==> src/rtl/hazard_scoreboard.sv <==
// Hazard unit beside decode: in-flight write scoreboard, operand forwarding
// selects, load-use stalls, redirect flush sequencing and stall counting.
module hazard_scoreboard #(
    parameter int NUM_STAGES   = 3,
    parameter int LOAD_LAT     = 1,
    parameter int FLUSH_CYCLES = 1,
    parameter int REG_W        = 5,
    parameter int SEL_W        = $clog2(NUM_STAGES + 1)
) (
    input  logic             clk,
    input  logic             rst_n,
    input  logic             id_valid,
    input  logic [REG_W-1:0] id_rs1,
    input  logic [REG_W-1:0] id_rs2,
    input  logic             id_rs1_used,
    input  logic             id_rs2_used,
    input  logic [REG_W-1:0] id_rd,
    input  logic             id_reg_wr,
    input  logic             id_is_load,
    input  logic             ex_redirect,
    output logic [SEL_W-1:0] fwd_sel_a,
    output logic [SEL_W-1:0] fwd_sel_b,
    output logic             stall,
    output logic             flush,
    output logic             busy_flush,
    output logic [31:0]      stall_cnt
);

    localparam int CTR_W = (FLUSH_CYCLES > 1) ? $clog2(FLUSH_CYCLES) : 1;
    localparam logic [CTR_W-1:0] CTR_LOAD = CTR_W'(FLUSH_CYCLES - 1);

    typedef struct packed {
        logic             v;
        logic [REG_W-1:0] rd;
        logic             ld;
    } sb_entry_t;

    typedef struct packed {
        logic             hit;
        logic             rdy;
        logic [SEL_W-1:0] sel;
    } match_t;

    typedef enum logic {
        S_RUN,
        S_FLUSH
    } state_e;

    sb_entry_t [NUM_STAGES:1] sb_q, sb_d;
    state_e                   state_q, state_d;
    logic [CTR_W-1:0]         ctr_q, ctr_d;
    logic [31:0]              cnt_q, cnt_d;

    logic   id_live;
    logic   in_run;
    match_t m_a, m_b;

    // Scan oldest to youngest so the youngest matching producer wins.
    function automatic match_t lookup(
        input sb_entry_t [NUM_STAGES:1] sb,
        input logic [REG_W-1:0]         rs,
        input logic                     used,
        input logic                     live
    );
        match_t m;
        m = '0;
        for (int k = NUM_STAGES; k >= 1; k--) begin
            if (sb[k].v && sb[k].rd == rs && rs != '0 && used && live) begin
                m.hit = 1'b1;
                m.sel = SEL_W'(k);
                m.rdy = !sb[k].ld || (k >= 1 + LOAD_LAT);
            end
        end
        return m;
    endfunction

    // FSM: state register
    always_ff @(posedge clk or negedge rst_n) begin
        if (!rst_n) begin
            state_q <= S_RUN;
            ctr_q   <= '0;
        end else begin
            state_q <= state_d;
            ctr_q   <= ctr_d;
        end
    end

    // FSM: next state
    always_comb begin
        state_d = state_q;
        ctr_d   = ctr_q;
        unique case (state_q)
            S_RUN: begin
                if (ex_redirect) begin
                    state_d = S_FLUSH;
                    ctr_d   = CTR_LOAD;
                end
            end
            S_FLUSH: begin
                if (ex_redirect) begin
                    ctr_d = CTR_LOAD;
                end else if (ctr_q == '0) begin
                    state_d = S_RUN;
                end else begin
                    ctr_d = ctr_q - 1'b1;
                end
            end
            default: begin
                state_d = S_RUN;
                ctr_d   = '0;
            end
        endcase
    end

    // FSM: outputs
    always_comb begin
        in_run     = (state_q == S_RUN);
        flush      = ex_redirect | (state_q == S_FLUSH);
        busy_flush = (state_q == S_FLUSH);
    end

    assign id_live = id_valid & in_run;

    always_comb begin
        m_a = lookup(sb_q, id_rs1, id_rs1_used, id_live);
        m_b = lookup(sb_q, id_rs2, id_rs2_used, id_live);
    end

    always_comb begin
        stall = ((m_a.hit & ~m_a.rdy) | (m_b.hit & ~m_b.rdy))
              & in_run & ~ex_redirect;
        fwd_sel_a = '0;
        fwd_sel_b = '0;
        if (!stall && !flush) begin
            if (m_a.hit && m_a.rdy) fwd_sel_a = m_a.sel;
            if (m_b.hit && m_b.rdy) fwd_sel_b = m_b.sel;
        end
    end

    // A stalled or flushed ID slot enters EX as a bubble.
    always_comb begin
        sb_d = '0;
        if (id_valid && id_reg_wr && id_rd != '0 && !stall && !flush) begin
            sb_d[1].v  = 1'b1;
            sb_d[1].rd = id_rd;
            sb_d[1].ld = id_is_load;
        end
        for (int k = 2; k <= NUM_STAGES; k++) begin
            sb_d[k] = sb_q[k-1];
        end
    end

    always_ff @(posedge clk or negedge rst_n) begin
        if (!rst_n) begin
            sb_q <= '0;
        end else begin
            sb_q <= sb_d;
        end
    end

    always_comb begin
        cnt_d = cnt_q;
        if (stall && cnt_q != 32'hFFFF_FFFF) begin
            cnt_d = cnt_q + 32'd1;
        end
    end

    always_ff @(posedge clk or negedge rst_n) begin
        if (!rst_n) begin
            cnt_q <= '0;
        end else begin
            cnt_q <= cnt_d;
        end
    end

    assign stall_cnt = cnt_q;

endmodule

==> config.mk <==
export PLATFORM = sky130hd
export DESIGN_NAME = hazard_scoreboard
export DESIGN_NICKNAME = d
export VERILOG_FILES = /design/src/rtl/hazard_scoreboard.sv
export SDC_FILE = /design/constraint.sdc
export NUM_CORES = 1
export LEC_CHECK = 0
export ABC_AREA = 1
export ABC_CLOCK_PERIOD_IN_PS = 3720
export CAP_MARGIN = 30
export CORE_MARGIN = 2
export CORE_UTILIZATION = 57
export DETAILED_ROUTE_END_ITERATION = 10
export PLACE_DENSITY = 0.93
export SYNTH_ARGS = -nofsm -noshare
export SYNTH_HDL_FRONTEND = slang
export SYNTH_SLANG_ARGS = --single-unit
export TNS_END_PERCENT = 100
==> constraint.sdc <==
create_clock -name clk -period 3.72 [get_ports clk]
set_input_delay 0.372 -clock clk [delete_from_list [all_inputs] [get_ports clk]]
set_output_delay 0.372 -clock clk [all_outputs]
set_load 0.005 [all_outputs]
==> results.sh, run 1 <==
export IMPL_outcome="completed"
export IMPL_grt_max_degree=53
export IMPL_arrival_ps=2320
export IMPL_ys_ff_latch=52
export IMPL_synth_top_area_frac=0.378
export IMPL_clkTransAtPathRegs_ps=110
export IMPL_rsz0062_at_grt="no"
export IMPL_slew_headroom=0.539
export IMPL_end_kind="output port"
export IMPL_syn_instance_count=501
export IMPL_synth_yosys_seq_area_share=0.378
export IMPL_cts_root_buf="clkbuf_8"
export IMPL_grt_pass1_vias=3382
export IMPL_hold_viol_final=0
export IMPL_overflow=0
export IMPL_cts_tree="built"
export IMPL_drive_gt1_frac=0.0482
export IMPL_nets=583
export IMPL_min_path_type="in2async"
export IMPL_synth_avg_cell_area_um2=6.88
export IMPL_yosysWarnings=0
export IMPL_final_cells=635
export IMPL_slew_violations=0
export IMPL_htreeDepth=2
export IMPL_vias=3587
export IMPL_portBuffers=61
export IMPL_clock_sinks=52
export IMPL_max_cap_viol_count=0
export IMPL_antenna_found_initial=0
export IMPL_post_cts_resized=0
export IMPL_detail_route_iter0_violations=274
export IMPL_skew_ps=6.93
export IMPL_final_core_util=0.711
export IMPL_dieArea_um2=6680
export IMPL_start_util=0.585
export IMPL_grt_first_pass_wirelength_um=15800
export IMPL_num_rows=28
export IMPL_startpoint_type="input pin"
export IMPL_ctsLongestPathBuffers=2
export IMPL_gp_congestion=0.948
export IMPL_yosysUniqueCellTypes=27
export IMPL_synth_top_area_cell="dfrtp_1"
export IMPL_core_area_um2=5890
export IMPL_timing_hold_ws_ps=159
export IMPL_antenna_cells=0
export IMPL_die_h_um=81.7
export IMPL_postRouteAntennaNets=0
export IMPL_synth_top_cells_by_area="dfrtp_1, nand2_1, nor2_1, nand4_1, xnor2_1"
export IMPL_dr_pass1_iters=5
export IMPL_ir_drop_mv=0.226
export IMPL_place_hpwl_um=6740
export IMPL_boundaryPins=62
export IMPL_routedWlPerCell_um=14.7
export IMPL_synth_area_um2=3440
export IMPL_synth_edf_count=0
export IMPL_power_density_nw_per_um2=243
export IMPL_finalSetupTns_ps=0
export IMPL_crit_path_max_fanout=4
export IMPL_crit_required_ps=3350
export IMPL_worst_slew_pin_transition_ps=690
export IMPL_holdBufCountCts=0
export IMPL_crit_type="in2out"
export IMPL_fillers=514
export IMPL_die_w_um=81.7
export IMPL_postCtsSetupBuffers=0
export IMPL_synth_most_common_cell="nand2_1"
export IMPL_viasPerCell=5.65
export IMPL_p_leak_nw=1.92
export IMPL_synth_common_cells="nand2_1, nor2_1, dfrtp_1"
export IMPL_synth_ff_type="dfrtp_1"
export IMPL_fin_crit_sh=0.723
export IMPL_period_minus_slack_ps=2690
export IMPL_wl_um=9330
export IMPL_grt_total_usage=0.304
export IMPL_cts_buffers=5
export IMPL_syn_num_nets=525
export IMPL_setup_viol=0
export IMPL_max_freq_ghz=0.372
export IMPL_dp_cells=627
export IMPL_clk_latency_ps=310
export IMPL_drc=0
export IMPL_synthToLayoutAreaGrowth_pct=21.5
export IMPL_async_flop_share=1.00
==> path summary, 6_finish.rpt <==
path	startpoint	to	slack [ps]	cells after the start
max	id_rs2[1]	fwd_sel_b[0]	1030	8
min	rst_n	sb_d[11]	160	2
max reg2reg	stall_cnt[0]	stall_cnt[21]	1110	9
min reg2reg	sb_d[13]	sb_d[20]	420	0
max in group asynchronous	rst_n	stall_cnt[16]	3130	2
min in group clk	sb_d[13]	sb_d[20]	420	0
==> cell type report <==
class,instances,area (µm²),area share
inverter,32,120,0.0287
multi-input combinational,405,1950,0.466
timing repair buffer,63,621,0.148
tap,75,93.8,0.0224
sequential,52,1300,0.311
clock buffer,5,68.8,0.0164
clock inverter,3,28.8,0.00688
==> state kept, by name (all words and copies together) (netlist names) <==
| name | count |
|---|---|
| stall_cnt | 32 |
| sb_q | 6 |
| busy_flush | 1 |
| sb_d | 13 |
==> placed cells by master, fill, tap and decap left out, types with 3 or more instances in the layout <==
cell,count
dfrtp_1,52
nand3b_1,16
nand4_1,34
inv_2,3
clkdlybuf4s50_1,60
nand2_1,210
xnor2_1,18
nor3_1,4
xor2_1,15
nor2_2,5
inv_1,29
nand3_1,10
o21ai_0,5
clkbuf_8,5
nor2_1,71
a21oi_1,3
==> worst max-delay path, cell delays in order <==
cell and delay, ps:
clkdlybuf4s50_1 500, or2_1 280, nor2_2 140, nor2_1 80, nand3_2 100, nand3_1 150, a21oi_1 160, clkdlybuf4s50_1 520
==> layer usage <==
layer | part of all wire | track usage
met1 | 0.43 | 0.431
met2 | 0.47 | 0.489
met3 | 0.082 | 0.0451
met4 | 0.015 | 0.0817
met5 | 0 | 0
==> report_power, final <==
group | internal, mW | switching [mW]
combinational | 0.0395 | 0.0490
sequential | 0.569 | 0.00480
clock | 0.143 | 0.211
==> stage by stage <==
step	cell area (µm²)	power, mW	setup slack, ps
after CTS	4180	1.02	1030
final	4180	1.02	1030
after floorplan	3440	0.620	2040
after detailed placement	4090	0.673	1040
after global placement	4090	0.671	1090
after global routing	4180	1.05	890
==> logic make-up after synthesis <==
| kind of cell | after synthesis | synth area share |
|---|---|---|
| AND/OR/NAND/NOR | 360 | 0.461 |
| flip-flops | 52 | 0.378 |
| buffers and inverters | 44 | 0.0559 |
| XOR/XNOR | 33 | 0.0839 |
| AO/OA/AOI/OAI | 11 | 0.0174 |
| adder cells (fa/ha/maj) | 1 | 0.00363 |
(Power assumes the default switching activity.)
==> run 2, diff against run 1 <==
Settings changed: ABC_CLOCK_PERIOD_IN_PS 3720 to 2520, CORE_UTILIZATION 57 to 53, PLACE_DENSITY 0.93 to 0.87.
Clock period 3.72 ns to 2.52 ns, I/O delays scaled along.
==> run 2 against run 1 <==
Compared with the run above:
- sequential share of layout area down 0.46 points
- worst hold slack better by 150 ps
- register-to-register slack worse by 830 ps
- sequential cell count unchanged
- worst setup slack worse by 900 ps
- critical endpoint is now stall
==> results.sh, run 2 (same netlist as run 1, synthesis figures left out) <==
export IMPL_period_minus_slack_ps=2390
export IMPL_boundaryPins=62
export IMPL_max_freq_ghz=0.419
export IMPL_power_density_nw_per_um2=348
export IMPL_outcome="completed"
export IMPL_viasPerCell=5.42
export IMPL_p_leak_nw=1.96
export IMPL_gp_congestion=0.946
export IMPL_p_switching_mw=0.362
export IMPL_detail_route_iter0_violations=249
export IMPL_crit_type="reg2out"
export IMPL_dr_pass1_iters=5
export IMPL_crit_required_ps=2270
export IMPL_p_int_mw=1.12
export IMPL_layout_commonest_cell="nand2_1"
export IMPL_drive_gt1_frac=0.0638
export IMPL_min_path_type="in2async"
export IMPL_setup_viol=0
export IMPL_grt_total_usage=0.264
export IMPL_seq_power_share=0.572
export IMPL_worst_slew_pin_transition_ps=553
export IMPL_drc=0
export IMPL_grt_pass1_vias=3213
export IMPL_end_kind="output port"
export IMPL_wl_um=9070
export IMPL_vias=3475
export IMPL_crit_path_max_fanout=4
export IMPL_switching_share=0.244
export IMPL_core_area_um2=6310
export IMPL_overflow=0
export IMPL_largest_reg_flops=32
export IMPL_p_comb_frac=0.090
export IMPL_skew_ps=10.1
export IMPL_setup_ws_ps=131
export IMPL_final_cells=641
export IMPL_grt_max_degree=44
export IMPL_max_cap_viol_count=0
export IMPL_num_rows=29
export IMPL_fin_crit_sh=0.948
export IMPL_routedWlPerCell_um=14.1
export IMPL_grt_first_pass_wirelength_um=15400
export IMPL_place_hpwl_um=6800
export IMPL_slew_headroom=0.631
export IMPL_p_clk_frac=0.338
export IMPL_startpoint_type="flop"
export IMPL_dp_cells=632
export IMPL_r2r_cells=9
export IMPL_antenna_cells=0
export IMPL_r2r_slack_ps=280
export IMPL_nets=587
export IMPL_cts_buffers=5
export IMPL_ir_drop_mv=0.320
export IMPL_portBuffers=61
export IMPL_timing_hold_ws_ps=313
export IMPL_slew_violations=0
export IMPL_synthToLayoutAreaGrowth_pct=23.4
export IMPL_postRouteAntennaNets=0
export IMPL_post_place_ws_ps=62.2
export IMPL_start_util=0.546
export IMPL_die_w_um=84.6
export IMPL_final_cell_mix="nand2_1, nor2_1, clkdlybuf4s50_1"
export IMPL_dieArea_um2=7160
export IMPL_ctsLongestPathBuffers=2
export IMPL_clk_latency_ps=310
export IMPL_totalPowerFinal_mw=1.48
export IMPL_htreeDepth=2
export IMPL_hold_viol_final=0
export IMPL_worst_r2r_startpoint="stall_cnt[0]"
export IMPL_r2r_end="stall_cnt[18]"
export IMPL_arrival_ps=2140
export IMPL_die_h_um=84.6
export IMPL_clkTransAtPathRegs_ps=100
export IMPL_postCtsSetupBuffers=0
export IMPL_clock_sinks=52
export IMPL_cts_tree="built"
export IMPL_antenna_found_initial=0
export IMPL_cts_root_buf="clkbuf_8"
## run 2: timing repair
action,CTS,global route
endpoints found under the hold margin,9,0
gates resized for setup,0,9
hold buffers,1,0
endpoints found under the setup margin,0,5
## run 2: through the flow
stage | setup TNS, ps | area (µm²) | utilization
CTS | 0 | 4230 | 0.669
finish | 0 | 4250 | 0.673
global route | -29.0 | 4250 | 0.673
detailed placement | 0 | 4120 | 0.653
global placement | 0 | 4120 | 0.653
floorplan | 0 | 3440 | -
## run 2: worst max-delay path, stage by stage, from the launching register on
cell and delay (ps):
dfrtp_2 460, xnor2_1 160, nand2_1 110, nor2_2 160, nand3_2 90, buf_4 150
a21oi_1 160, clkdlybuf4s50_1 520
## run 2: final cells by class
| class | count | area (µm²) |
|---|---|---|
| Fill cell | 562 | 2060 |
| Timing Repair Buffer | 67 | 673 |
| Clock inverter | 2 | 10.0 |
| Tap cell | 77 | 96.3 |
| Multi-Input combinational cell | 405 | 1970 |
| Inverter | 32 | 120 |
| Sequential cell | 52 | 1300 |
| Clock buffer | 6 | 82.6 |
## run 2: power groups by stage
stage               combinational, mW  clock, mW  sequential [mW]
finish                          0.133      0.501            0.847
global route                    0.148      0.545            0.848
CTS                             0.132      0.514            0.847
detailed placement              0.130          0            0.863
global placement                0.128          0            0.863
floorplan                      0.0534          0            0.861
## run 2: how the worst max path moves through the flow
stage,start,endpoint,slack (ps),cells past startpoint
6_report,sb_d[11],stall,130,7
5_1_grt,sb_d[11],stall,-30,7
4_1_cts,id_rs1[1],fwd_sel_b[0],50,8
3_5_place_dp,id_rs1[1],fwd_sel_b[0],60,8
3_3_place_gp,id_rs1[1],fwd_sel_a[0],110,8
2_1_floorplan,stall_cnt[0],stall_cnt[10],840,9
## run 2: metal layers
layer | wire length [µm] | track usage | vias to the layer above
met5 | 0 | 0 | -
met4 | 155 | 0.0837 | 0
met3 | 542 | 0.0354 | 13
met2 | 4210 | 0.412 | 128
met1 | 4150 | 0.382 | 1609
li1 | - | - | 1725
